===== src/rtl/game_pkg.sv =====
// Shared game-flow constants: FSM state encoding, screen geometry and level indices.
// Imported by the controller, the lava wall block and the HUD.
package game_pkg;

   typedef enum logic [2:0] {
      ST_IDLE  = 3'd0,
      ST_PLAY  = 3'd1,
      ST_DYING = 3'd2,
      ST_CLEAR = 3'd3,
      ST_OVER  = 3'd4
   } game_state_e;

   localparam int SCREEN_W = 640;

   localparam logic [1:0] LEVEL0 = 2'd0;
   localparam logic [1:0] LEVEL1 = 2'd1;

   // Smallest counter width that can still represent maxVal.
   function automatic int cntWidth(input int maxVal);
      return (maxVal < 2) ? 1 : $clog2(maxVal + 1);
   endfunction

endpackage


===== src/rtl/game_state_controller_if.sv =====
// Frame-rate control bus between the game-flow FSM and the player/hazard logic.
interface game_state_controller_if;

   logic       game_tick;
   logic       start_btn;
   logic       hit_lava_wall;
   logic       hit_enemy;
   logic [9:0] player_x;

   logic       freeze;
   logic       speed_boost_pulse;
   logic       respawn_pulse;
   logic [1:0] level;
   logic [1:0] lives;
   logic       game_over;
   logic       game_won;
   logic [2:0] state;

   modport master (
      output game_tick, start_btn, hit_lava_wall, hit_enemy, player_x,
      input  freeze, speed_boost_pulse, respawn_pulse, level, lives,
             game_over, game_won, state
   );

   modport slave (
      input  game_tick, start_btn, hit_lava_wall, hit_enemy, player_x,
      output freeze, speed_boost_pulse, respawn_pulse, level, lives,
             game_over, game_won, state
   );

endinterface


===== src/rtl/game_state_controller_timer.sv =====
// Wrapping up-counter with synchronous load and a terminal-count flag; the caller
// qualifies load and enable with game_tick.
module tick_timer #(
   parameter int WIDTH    = 7,
   parameter int TERMINAL = 89
) (
   input  logic             clk,
   input  logic             rst,
   input  logic             load_i,
   input  logic [WIDTH-1:0] load_value_i,
   input  logic             en_i,
   output logic             tc_o
);

   logic [WIDTH-1:0] count_q;

   assign tc_o = (count_q == WIDTH'(TERMINAL));

   // Load wins over counting; the count wraps to zero on the terminal value.
   always_ff @(posedge clk or negedge rst) begin
      if (!rst) begin
         count_q <= '0;
      end else if (load_i) begin
         count_q <= load_value_i;
      end else if (en_i) begin
         count_q <= tc_o ? '0 : count_q + 1'b1;
      end
   end

endmodule


===== src/rtl/game_state_controller.sv =====
// Central game-flow FSM: lives, level progression, death/clear freezes and the
// periodic hazard speed boost, all advanced once per game_tick.
module game_state_controller
   import game_pkg::*;
#(
   parameter int LIVES_INIT         = 3,
   parameter int FREEZE_TICKS       = 90,
   parameter int BOOST_PERIOD_TICKS = 600,
   parameter int GOAL_X             = 620,
   parameter int LEVEL_MAX          = 1
) (
   input  logic                  clk,
   input  logic                  rst,
   game_state_controller_if.slave bus
);

   localparam int FREEZE_W = cntWidth(FREEZE_TICKS - 1);
   localparam int BOOST_W  = cntWidth(BOOST_PERIOD_TICKS - 1);

   game_state_e state_q;
   logic [1:0]  lives_q;
   logic [1:0]  level_q;
   logic        boost_q;
   logic        respawn_q;
   logic        over_q;
   logic        won_q;

   logic death;
   logic goal;
   logic freezeTc;
   logic boostTc;
   logic freezeLoad;
   logic freezeEn;
   logic boostLoad;
   logic boostEn;

   assign death = bus.hit_lava_wall | bus.hit_enemy;
   assign goal  = (bus.player_x >= 10'(GOAL_X));

   // The freeze timer restarts on every PLAY tick so it is already zero on DYING/CLEAR entry;
   // the boost counter sits at zero whenever the player is not in PLAY.
   assign freezeLoad = bus.game_tick && (state_q == ST_PLAY);
   assign freezeEn   = bus.game_tick && ((state_q == ST_DYING) || (state_q == ST_CLEAR));
   assign boostLoad  = bus.game_tick && (state_q != ST_PLAY);
   assign boostEn    = bus.game_tick && (state_q == ST_PLAY);

   tick_timer #(
      .WIDTH    (FREEZE_W),
      .TERMINAL (FREEZE_TICKS - 1)
   ) u_freeze_timer (
      .clk          (clk),
      .rst          (rst),
      .load_i       (freezeLoad),
      .load_value_i ('0),
      .en_i         (freezeEn),
      .tc_o         (freezeTc)
   );

   tick_timer #(
      .WIDTH    (BOOST_W),
      .TERMINAL (BOOST_PERIOD_TICKS - 1)
   ) u_boost_timer (
      .clk          (clk),
      .rst          (rst),
      .load_i       (boostLoad),
      .load_value_i ('0),
      .en_i         (boostEn),
      .tc_o         (boostTc)
   );

   always_ff @(posedge clk or negedge rst) begin
      if (!rst) begin
         state_q   <= ST_IDLE;
         lives_q   <= 2'(LIVES_INIT);
         level_q   <= LEVEL0;
         boost_q   <= 1'b0;
         respawn_q <= 1'b0;
         over_q    <= 1'b0;
         won_q     <= 1'b0;
      end else if (bus.game_tick) begin
         boost_q   <= 1'b0;
         respawn_q <= 1'b0;
         case (state_q)
            ST_IDLE: begin
               if (bus.start_btn) begin
                  state_q <= ST_PLAY;
                  lives_q <= 2'(LIVES_INIT);
                  level_q <= LEVEL0;
                  won_q   <= 1'b0;
               end
            end
            ST_PLAY: begin
               // Losing the last life skips the death freeze entirely.
               if (death) begin
                  if (lives_q == 2'd1) begin
                     lives_q <= 2'd0;
                     state_q <= ST_OVER;
                     over_q  <= 1'b1;
                     won_q   <= 1'b0;
                  end else begin
                     lives_q <= lives_q - 2'd1;
                     state_q <= ST_DYING;
                  end
               end else if (goal) begin
                  state_q <= ST_CLEAR;
               end else if (boostTc) begin
                  boost_q <= 1'b1;
               end
            end
            ST_DYING: begin
               if (freezeTc) begin
                  state_q   <= ST_PLAY;
                  respawn_q <= 1'b1;
               end
            end
            ST_CLEAR: begin
               if (freezeTc) begin
                  if (level_q < 2'(LEVEL_MAX)) begin
                     level_q <= level_q + 2'd1;
                     state_q <= ST_PLAY;
                  end else begin
                     state_q <= ST_OVER;
                     over_q  <= 1'b1;
                     won_q   <= 1'b1;
                  end
               end
            end
            ST_OVER: begin
               if (bus.start_btn) begin
                  state_q <= ST_IDLE;
                  over_q  <= 1'b0;
                  won_q   <= 1'b0;
               end
            end
            default: state_q <= ST_IDLE;
         endcase
      end
   end

   assign bus.freeze            = (state_q != ST_PLAY);
   assign bus.speed_boost_pulse = boost_q;
   assign bus.respawn_pulse     = respawn_q;
   assign bus.level             = level_q;
   assign bus.lives             = lives_q;
   assign bus.game_over         = over_q;
   assign bus.game_won          = won_q;
   assign bus.state             = state_q;

endmodule

===== src/flat_wrapper.sv =====
// flat-port wrapper written by rule: the top's interface ports become plain ports
module game_state_controller_flat import game_pkg::*;
#(
   parameter int LIVES_INIT         = 3,
   parameter int FREEZE_TICKS       = 90,
   parameter int BOOST_PERIOD_TICKS = 600,
   parameter int GOAL_X             = 620,
   parameter int LEVEL_MAX          = 1
)
  (clk, rst, bus_game_tick, bus_start_btn, bus_hit_lava_wall, bus_hit_enemy, bus_player_x, bus_freeze, bus_speed_boost_pulse, bus_respawn_pulse, bus_level, bus_lives, bus_game_over, bus_game_won, bus_state);
  game_state_controller_if bus_i ();
  input  logic clk;
  input  logic rst;
  input wire logic [$bits(bus_i.game_tick)-1:0] bus_game_tick;
  input wire logic [$bits(bus_i.start_btn)-1:0] bus_start_btn;
  input wire logic [$bits(bus_i.hit_lava_wall)-1:0] bus_hit_lava_wall;
  input wire logic [$bits(bus_i.hit_enemy)-1:0] bus_hit_enemy;
  input wire logic [$bits(bus_i.player_x)-1:0] bus_player_x;
  output wire logic [$bits(bus_i.freeze)-1:0] bus_freeze;
  output wire logic [$bits(bus_i.speed_boost_pulse)-1:0] bus_speed_boost_pulse;
  output wire logic [$bits(bus_i.respawn_pulse)-1:0] bus_respawn_pulse;
  output wire logic [$bits(bus_i.level)-1:0] bus_level;
  output wire logic [$bits(bus_i.lives)-1:0] bus_lives;
  output wire logic [$bits(bus_i.game_over)-1:0] bus_game_over;
  output wire logic [$bits(bus_i.game_won)-1:0] bus_game_won;
  output wire logic [$bits(bus_i.state)-1:0] bus_state;
  assign bus_i.game_tick = bus_game_tick;
  assign bus_i.start_btn = bus_start_btn;
  assign bus_i.hit_lava_wall = bus_hit_lava_wall;
  assign bus_i.hit_enemy = bus_hit_enemy;
  assign bus_i.player_x = bus_player_x;
  assign bus_freeze = bus_i.freeze;
  assign bus_speed_boost_pulse = bus_i.speed_boost_pulse;
  assign bus_respawn_pulse = bus_i.respawn_pulse;
  assign bus_level = bus_i.level;
  assign bus_lives = bus_i.lives;
  assign bus_game_over = bus_i.game_over;
  assign bus_game_won = bus_i.game_won;
  assign bus_state = bus_i.state;
  game_state_controller #(.LIVES_INIT(LIVES_INIT), .FREEZE_TICKS(FREEZE_TICKS), .BOOST_PERIOD_TICKS(BOOST_PERIOD_TICKS), .GOAL_X(GOAL_X), .LEVEL_MAX(LEVEL_MAX)) u_core (.clk(clk), .rst(rst), .bus(bus_i));
endmodule

===== config.mk =====
export PLATFORM = sky130hd
export DESIGN_NAME = game_state_controller_flat
export DESIGN_NICKNAME = d
export VERILOG_FILES = /design/src/rtl/game_pkg.sv /design/src/rtl/game_state_controller_if.sv /design/src/rtl/game_state_controller_timer.sv /design/src/rtl/game_state_controller.sv /design/src/flat_wrapper.sv
export SDC_FILE = /design/constraint.sdc
export NUM_CORES = 1
export LEC_CHECK = 0
export ABC_AREA = 1
export BUFFER_PORTS_ARGS = -buffer_cell sky130_fd_sc_hd__buf_2
export CAP_MARGIN = 10
export CORE_MARGIN = 2
export CORE_UTILIZATION = 45
export CTS_CLUSTER_DIAMETER = 100
export DETAILED_ROUTE_END_ITERATION = 10
export PLACE_DENSITY = 0.63
export SLEW_MARGIN = 5
export SYNTH_ARGS = -nofsm -noshare
export SYNTH_HDL_FRONTEND = slang
export SYNTH_SLANG_ARGS = --single-unit

===== constraint.sdc =====
create_clock -name clk -period 1.55 [get_ports clk]
set_input_delay 0.155 -clock clk [delete_from_list [all_inputs] [get_ports clk]]
set_output_delay 0.155 -clock clk [all_outputs]
set_load 0.01 [all_outputs]

==> run_results.csv, run 1 <==
group,metric,value,unit
status,status,"finished clean",
floorplanning,top_level_ports,28,
layout,diodes,0,
power_and_ir_drop,vdd_drop_max,0.932,mV
sta,fmax,694,MHz
floorplanning,initial_utilization,0.467,
worst_setup_path,critical_path_class,"reg -> reg",
layout,final_common_cell,"nand2_1",
layout,area_growth,19.2,%
sta,rsz0062_at_grt,"true",
clocking,htreeDepth,1,
floorplanning,fp-row-count,22,
synthesis,synth_top_cell_by_area,"dfrtp_1",
layout,regArea,703,µm²
placed_design,place_area,1890,µm²
synthesis,yosysSeqAreaShare,0.414,
grt,antenna_found_initial,0,
grt,grt_use_met3,0.0240,
layout,fin_nets,283,
layout,multi_input_area,898,µm²
drt,drtIter0Drc,72,
sta,finalHoldViolations,0,
synthesis,yosysTopAreaCellShare,0.383,
sta,period_minus_slack,1.44,ns
floorplanning,die_h,65.4,µm
drt,drc,0,
sta,tightest_slew,0.613,ns
worst_setup_path,worstPathArrival,1.61,ns
drt,wl_per_cell,11.2,µm
layout,final_area,2020,µm²
worst_setup_path,start_kind,"flip-flop",
synthesis,ys_top_cells_by_area,"dfrtp_1 (38%), nand2_1 (15%), inv_1 (5.8%), nand3_1 (5.6%), nor2_1 (4.6%)",
floorplanning,die_w,65.4,µm
grt,grt_pass1_vias,1448,
grt,grt_max_degree,29,
sta,max_slew_margin,0.591,
worst_setup_path,cp.required,1.72,ns
synthesis,syn_area_per_cell,7.47,µm²
layout,final_cell_mix,"nand2_1 (66), dfrtp_1 (26), inv_1 (25), buf_2 (25), nor2_1 (21)",
clocking,cts-root-buf,"clkbuf_8",
clocking,numCtsBuffers,3,
clocking,clock_path_buffers,2,
placed_design,routabilityCongestion,0.808,
sta,min_period_over_period,0.929,
synthesis,syn_inst,227,
sta,clock_skew,0.00385,ns
drt,dr.pass1.iters,4,
hold_path,hold_class,"in -> reg",
synthesis,ys_seq_elements,28,
placed_design,dpl.hpwl,2570,µm
layout,fillers,357,
synthesis,syn-num-nets,248,
worst_setup_path,worstSetupEndpointType,"flip-flop",
synthesis,yosys_warnings,0,
clocking,clk_latency,0.27,ns
grt,grt-busiest-layer,"met2",
drt,num_vias,1516,
floorplanning,die_area,4280,µm²
grt,grt_util_all_layers,0.180,
placed_design,port_buffers,25,
grt,grt_pass1_wl,6150,µm
sta,setup_viol_count_final,0,
synthesis,yosysUniqueCellTypes,29,
grt,met1_usage,0.256,
floorplanning,coreArea,3630,µm²
power_and_ir_drop,p_per_area,1540,nW/µm²
sta,maxSlewViolCount,0,
drt,wl,3470,µm
drt,vias_per_cell,4.91,
sta,setup_slack,0.110,ns
clocking,clkTransAtPathRegs,0.10,ns
run,max-cap-violations,0,
synthesis,synth_area,1700,µm²
placed_design,pre_cts_ws,0.0925,ns
grt,grt_overflow_total,0,
grt,grt_use_met2,0.288,
clocking,cts.sinks,28,
clocking,cts_tree,"done",
layout,drive_gt1_frac,0.241,
power_and_ir_drop,power.leakage,1.05,nW
worst_setup_path,crit_path_max_fanout,5,
drt,antenna_left,0,
## worst paths after layout
path                                                   from                          endpoint  slack [ns]  cells after the start
max reg2reg                u_core.u_freeze_timer.count_q[1]               u_core.bus.state[0]        0.11                      9
min reg2reg                            u_core.bus.game_over              u_core.bus.game_over        0.48                      2
min                                           bus_game_tick   u_core.u_boost_timer.count_q[4]        0.18                      2
min in group asynchronous                               rst  u_core.u_freeze_timer.count_q[3]        0.41                      2
max                        u_core.u_freeze_timer.count_q[1]               u_core.bus.state[0]        0.11                      9
max in group asynchronous                               rst   u_core.u_boost_timer.count_q[2]        0.73                      2
## sequential cells by signal, summed over array words and instances (netlist names)
register / count
u_core.u_freeze_timer.count_q: 7
u_core.bus.level: 2
u_core.bus.respawn_pulse: 1
u_core.bus.state: 3
u_core.bus.game_won: 1
u_core.bus.speed_boost_pulse: 1
u_core.bus.lives: 2
u_core.bus.game_over: 1
u_core.u_boost_timer.count_q: 10
## synth_stat cells, drive strengths merged
master  number
xnor2        2
o21ai       11
o31ai        1
nand4        7
nand3       21
clkbuf       1
dfstp        2
o21bai       1
nor2        28
xor2         3
a21oi        5
a21o         1
nor3         8
nand2       71
inv         31
dfrtp       26
nor3b        1
o22ai        2
ha           5
## metrics by stage
step                      power (mW)  hold WS, ns  instances  setup TNS, ns   util
after floorplan                 2.08       -0.141        227              0      -
after global placement          2.43        0.214        301              0  0.521
after detailed placement        2.46        0.210        301              0  0.521
after CTS                       3.05        0.175        306              0  0.543
after global routing            3.37        0.191        309        -0.0207  0.556
final                           3.11        0.182        309              0  0.556
## timing repair
item	in CTS	in global routing
endpoints found under the setup margin	0	16
hold buffers	1	0
resized for setup	0	5
hold endpoints to repair	26	0
buffers inserted	0	3
## kinds of logic after synthesis
| family | synth area share |
|---|---|
| xor gates and xnor gates | 0.0258 |
| DFF | 0.414 |
| adders and majority gates | 0.0369 |
| AOI/OAI and AO/OA | 0.0789 |
| and+or+nand+nor | 0.373 |
| buffers and inverters | 0.0708 |
## power by group
| part | internal (mW) | switching (mW) | total [mW] |
|---|---|---|---|
| registers | 0.947 | 0.185 | 1.13 |
| logic | 0.542 | 0.856 | 1.40 |
| clock network | 0.346 | 0.229 | 0.575 |
| total | 1.83 | 1.27 | 3.11 |
## area by class of cell
cell class / count / area share
Sequential cell: 28 / 0.348
Inverter: 31 / 0.0575
Tap cell: 48 / 0.0297
Clock inverter: 1 / 0.0149
Multi-Input combinational cell: 167 / 0.444
Clock buffer: 3 / 0.0204
Timing Repair Buffer: 31 / 0.0854
## per-layer routing
layer,routed length (µm),part of all wire
met2,1500,0.43
met3,114,0.033
met4,38,0.011
met5,0,0
met1,1810,0.52
## critical path: stages (launching register included)
cell	delay, ns
dfrtp_1	0.42
inv_1	0.07
ha_1	0.13
nand2_1	0.06
inv_2	0.06
nand3_4	0.12
a21oi_4	0.23
nand3_2	0.12
nand2_1	0.07
nand2_1	0.05
(Power assumes the default switching activity.)
==> run 2: changes to the inputs <==
Settings changed: CAP_MARGIN 10 to 15.
Clock period 1.55 ns to 1.5 ns, I/O delays scaled along.
==> run 2 against run 1 <==
Final area up 1.8%. Highest routed layer unchanged. Global-route usage grew 0.88 points. Via count decreased by 0.26%. Wire length is 2.8% higher. Sequential cell count stayed put. Critical endpoint is now u_core.bus.state[1].
==> run_results.csv, run 2 (same netlist as run 1, synthesis figures left out) <==
group,metric,value,unit
status,status,"finished clean",
worst_setup_path,critical_path_class,"reg -> reg",
power_and_ir_drop,p_per_area,1520,nW/µm²
run,max-cap-violations,0,
clocking,clk_latency,0.27,ns
grt,grt_overflow_total,0,
drt,num_vias,1512,
placed_design,routabilityCongestion,0.824,
clocking,cts-root-buf,"clkbuf_8",
sta,finalHoldViolations,0,
drt,drtIter0Drc,82,
sta,fmax,696,MHz
layout,area_growth,21.3,%
drt,antenna_left,0,
sta,min_period_over_period,0.959,
drt,wl,3570,µm
worst_setup_path,crit_path_max_fanout,5,
grt,grt_use_met3,0.0308,
layout,largest_reg_flops,10,
drt,drc,0,
grt,grt_max_degree,29,
sta,max_slew_margin,0.573,
grt,antenna_found_initial,0,
drt,wl_per_cell,11.4,µm
floorplanning,fp-row-count,22,
power_and_ir_drop,finalPower,3.13,mW
worst_setup_path,worstPathArrival,1.61,ns
floorplanning,die_w,65.4,µm
layout,final_util,0.566,
floorplanning,coreArea,3630,µm²
hold_path,hold_depth,2,
layout,fin_nets,288,
sta,tightest_slew,0.641,ns
layout,fillers,369,
drt,dr.pass1.iters,4,
sta,clock_skew,0.00332,ns
grt,grt_util_all_layers,0.189,
floorplanning,die_area,4280,µm²
sta,setup_slack,0.0622,ns
worst_setup_path,r2r-start,"u_core.u_freeze_timer.count_q[1]",
clocking,numCtsBuffers,3,
floorplanning,die_h,65.4,µm
grt,grt_pass1_wl,6380,µm
worst_setup_path,cp.required,1.67,ns
drt,vias_per_cell,4.82,
clocking,cts_tree,"done",
clocking,clock_path_buffers,2,
clocking,cts.sinks,28,
sta,setup_viol_count_final,0,
sta,period_minus_slack,1.44,ns
hold_path,hp-start,"bus_game_tick",
clocking,clkTransAtPathRegs,0.09,ns
worst_setup_path,r2r_slack,0.06,ns
hold_path,hold_class,"in -> reg",
layout,regMostFlops,"u_core.u_boost_timer.count_q",
layout,final_cells,314,
layout,final_common_cell,"nand2_1",
worst_setup_path,ff2ff_path_depth,9,
clocking,htreeDepth,1,
layout,final_cell_mix,"nand2_1 (65), dfrtp_1 (26), inv_1 (25), buf_2 (25), nor2_1 (20)",
grt,grt_use_met2,0.310,
layout,drive_gt1_frac,0.263,
grt,grt_pass1_vias,1451,
sta,maxSlewViolCount,0,
hold_path,hold_path_end,"u_core.u_boost_timer.count_q[4]",
placed_design,dp.cells,304,
power_and_ir_drop,vdd_drop_max,0.827,mV
placed_design,port_buffers,25,
grt,grt-busiest-layer,"met2",
worst_setup_path,critical_path.reg2reg.endpoint,"u_core.bus.state[1]",
layout,diodes,0,
floorplanning,initial_utilization,0.467,
grt,met1_usage,0.263,
placed_design,pre_cts_ws,0.0405,ns
sta,rsz0062_at_grt,"true",
floorplanning,top_level_ports,28,
power_and_ir_drop,power.leakage,1.06,nW
placed_design,dpl.hpwl,2660,µm
worst_setup_path,start_kind,"flip-flop",
worst_setup_path,worstSetupEndpointType,"flip-flop",
==> run 2: area by class of cell <==
class                      instances  area (µm²)  share of cell area
timing repair buffer              36         210               0.102
tap                               48        60.1              0.0292
sequential                        28         703               0.342
clock buffer                       4        45.0              0.0219
multi-input combinational        167         923               0.449
inverter                          31         116              0.0565
==> run 2: layer usage <==
metal / wire, µm / share of wire
met2: 1600 / 0.45
met1: 1850 / 0.52
met5: 0 / 0
met3: 88 / 0.025
met4: 25 / 0.0070
==> run 2: worst max-delay path: stages, from the launching register on <==
cell     delay, ns
dfrtp_1       0.42
inv_1         0.07
ha_1          0.13
nand2_1       0.06
inv_2         0.06
nand3_4       0.12
a21oi_4       0.23
nand3_2       0.13
nand2_1       0.07
nand2_1       0.05
==> run 2: power breakdown <==
part	internal [mW]	total [mW]	switching, mW
sequential	0.979	1.20	0.217
combinational	0.624	1.52	0.895
clock	0.190	0.415	0.225
==> run 2: worst max-delay path by stage <==
stage	to	cells after the start	startpoint	slack [ns]
final	u_core.bus.state[1]	9	u_core.u_freeze_timer.count_q[1]	0.06
after global routing	u_core.bus.state[0]	9	u_core.u_freeze_timer.count_q[1]	-0.06
after CTS	u_core.u_freeze_timer.count_q[2]	8	u_core.u_freeze_timer.count_q[0]	0.03
after detailed placement	u_core.bus.state[0]	9	u_core.u_freeze_timer.count_q[1]	0.04
after global placement	u_core.bus.state[1]	9	u_core.u_freeze_timer.count_q[1]	0.05
after floorplan	u_core.bus.game_over	8	u_core.bus.lives[0]	0.16
==> run 2: repair_timing <==
action	4_1_cts	5_1_grt
hold endpoints to repair	26	0
gates resized for setup	0	10
setup endpoints to repair	0	20
setup buffers	0	5
hold buffers	1	0
==> run 2: metrics by stage <==
stage / TNS (ns) / hold slack [ns] / instance area, µm²
finish: 0 / 0.177 / 2060
global route: -0.321 / 0.197 / 2060
CTS: 0 / 0.169 / 1970
detailed placement: 0 / 0.203 / 1920
global placement: 0 / 0.210 / 1920
floorplan: 0 / -0.146 / 1700
==> run 3: changes to the inputs <==
Settings changed: RECOVER_POWER set to 50.
==> run 3 against run 2 <==
First-iteration DRC count is the same. Wire length shrank 0.14%. Die area is the same. Global-route usage is the same. Sequential cell count is the same. Clock skew is essentially flat. Critical endpoint unchanged. Total power shrank 0.23%.
==> run_results.csv, run 3 (same netlist as run 1, synthesis figures left out) <==
group,metric,value,unit
floorplanning,die_w,65.4,µm
floorplanning,top_level_ports,28,
power_and_ir_drop,swShare,0.428,
drt,num_vias,1512,
grt,grt-busiest-layer,"met2",
floorplanning,coreArea,3630,µm²
sta,tightest_slew,0.713,ns
layout,final_cell_mix,"nand2_1 (65), dfrtp_1 (26), inv_1 (25)",
power_and_ir_drop,power.leakage,1.05,nW
grt,grt_overflow_total,0,
sta,clock_skew,0.00330,ns
clocking,cts.sinks,28,
worst_setup_path,worstPathArrival,1.61,ns
sta,maxSlewViolCount,0,
power_and_ir_drop,p_per_area,1520,nW/µm²
placed_design,port_buffers,25,
layout,area_growth,21.1,%
drt,drtIter0Drc,82,
layout,regMostFlops,"u_core.u_boost_timer.count_q",
sta,min_period_over_period,0.959,
drt,wl,3560,µm
sta,rsz0062_at_grt,"true",
sta,period_minus_slack,1.44,ns
layout,diodes,0,
clocking,numCtsBuffers,3,
power_and_ir_drop,p_int,1.79,mW
worst_setup_path,critical_path_class,"reg -> reg",
floorplanning,initial_utilization,0.467,
worst_setup_path,start_kind,"flip-flop",
sta,finalHoldViolations,0,
hold_path,hold_class,"in -> reg",
power_and_ir_drop,vdd_drop_max,0.813,mV
worst_setup_path,cp.required,1.67,ns
sta,setup_slack,0.0622,ns
grt,antenna_found_initial,0,
sta,tns,0,ns
drt,drc,0,
worst_setup_path,worstSetupEndpointType,"flip-flop",
grt,grt_util_all_layers,0.189,
power_and_ir_drop,power_frac_comb,0.484,
floorplanning,die_h,65.4,µm
clocking,cts-root-buf,"clkbuf_8",
clocking,htreeDepth,1,
placed_design,dpl.hpwl,2660,µm
run,max-cap-violations,0,
power_and_ir_drop,p_seq_frac,0.383,
grt,grt_pass1_wl,6380,µm
drt,vias_per_cell,4.82,
drt,antenna_left,0,
clocking,clkTransAtPathRegs,0.09,ns
grt,grt_use_met2,0.310,
floorplanning,fp-row-count,22,
placed_design,routabilityCongestion,0.824,
placed_design,pre_cts_ws,0.0405,ns
layout,final_common_cell,"nand2_1",
sta,max_slew_margin,0.525,
status,status,"finished clean",
drt,dr.pass1.iters,4,
power_and_ir_drop,p_sw,1.34,mW
power_and_ir_drop,clkPwrFrac,0.133,
layout,largest_reg_flops,10,
clocking,cts_tree,"done",
grt,grt_pass1_vias,1451,
worst_setup_path,crit_path_max_fanout,5,
layout,fin_nets,288,
grt,met1_usage,0.263,
drt,wl_per_cell,11.3,µm
clocking,clock_path_buffers,2,
layout,drive_gt1_frac,0.252,
grt,grt_max_degree,29,
clocking,clk_latency,0.27,ns
sta,setup_viol_count_final,0,
sta,fmax,696,MHz
grt,grt_use_met3,0.0308,
floorplanning,die_area,4280,µm²
[run 3: changes by cell type in the layout (fill, tap and decap cells not counted)]
cell	previous run	this run
clkbuf_2	0	1
clkbuf_1	1	4
buf_2	25	21
[run 3: timing repair]
action,CTS,global route
endpoints found under the hold margin,26,0
setup endpoints to repair,0,20
hold buffers,1,0
resized for setup,0,10
setup buffers,0,5
[run 3: power by group through the flow]
stage          logic, mW  clock network (mW)  registers [mW]
2_1_floorplan      0.918                   0            1.23
4_1_cts             1.38               0.437            1.18
3_3_place_gp        1.35                   0            1.19
6_report            1.51               0.415            1.20
3_5_place_dp        1.37                   0            1.19
5_1_grt             1.73               0.453            1.23
[run 3: critical path, cell delays in order, from the launching register on]
cell and delay [ns]:
dfrtp_1 0.42, inv_1 0.07, ha_1 0.13, nand2_1 0.06, inv_2 0.06, nand3_4 0.12, a21oi_4 0.23, nand3_2 0.13
nand2_1 0.07, nand2_1 0.05
[run 3: layout make-up]
class	count	area (µm²)
multi-input cells	167	923
inverters	31	116
well taps	48	60.1
fillers	372	1580
repair buffers	36	206
flip-flops and latches	28	703
clock buffers	4	45.0
[run 3: metrics by stage]
stage               area [µm²]  hold slack, ns  cells  power (mW)   util
global placement          1920           0.210    304        2.54  0.527
detailed placement        1920           0.203    304        2.56  0.527
floorplan                 1700          -0.146    227        2.14      -
CTS                       1970           0.169    309        2.99  0.542
global route              2050           0.197    314        3.41  0.565
finish                    2050           0.177    314        3.12  0.565
[run 3: routing by layer]
layer	vias to the layer above	wire length (µm)	share of wire
li1	805	-	-
met1	686	1850	0.52
met2	19	1600	0.45
met3	2	87	0.024
met4	0	25	0.0070
met5	-	0	0
[run 3: path summary, 6_finish.rpt]
check | from | endpoint | slack, ns | cells past startpoint
worst max-delay path | u_core.u_freeze_timer.count_q[1] | u_core.bus.state[1] | 0.06 | 9
worst min-delay path | bus_game_tick | u_core.u_boost_timer.count_q[4] | 0.18 | 2
worst max register to register | u_core.u_freeze_timer.count_q[1] | u_core.bus.state[1] | 0.06 | 9
worst min register to register | u_core.bus.game_won | u_core.bus.game_won | 0.49 | 2
max in group asynchronous | rst | u_core.bus.respawn_pulse | 0.59 | 2
min in group asynchronous | rst | u_core.u_freeze_timer.count_q[3] | 0.46 | 2
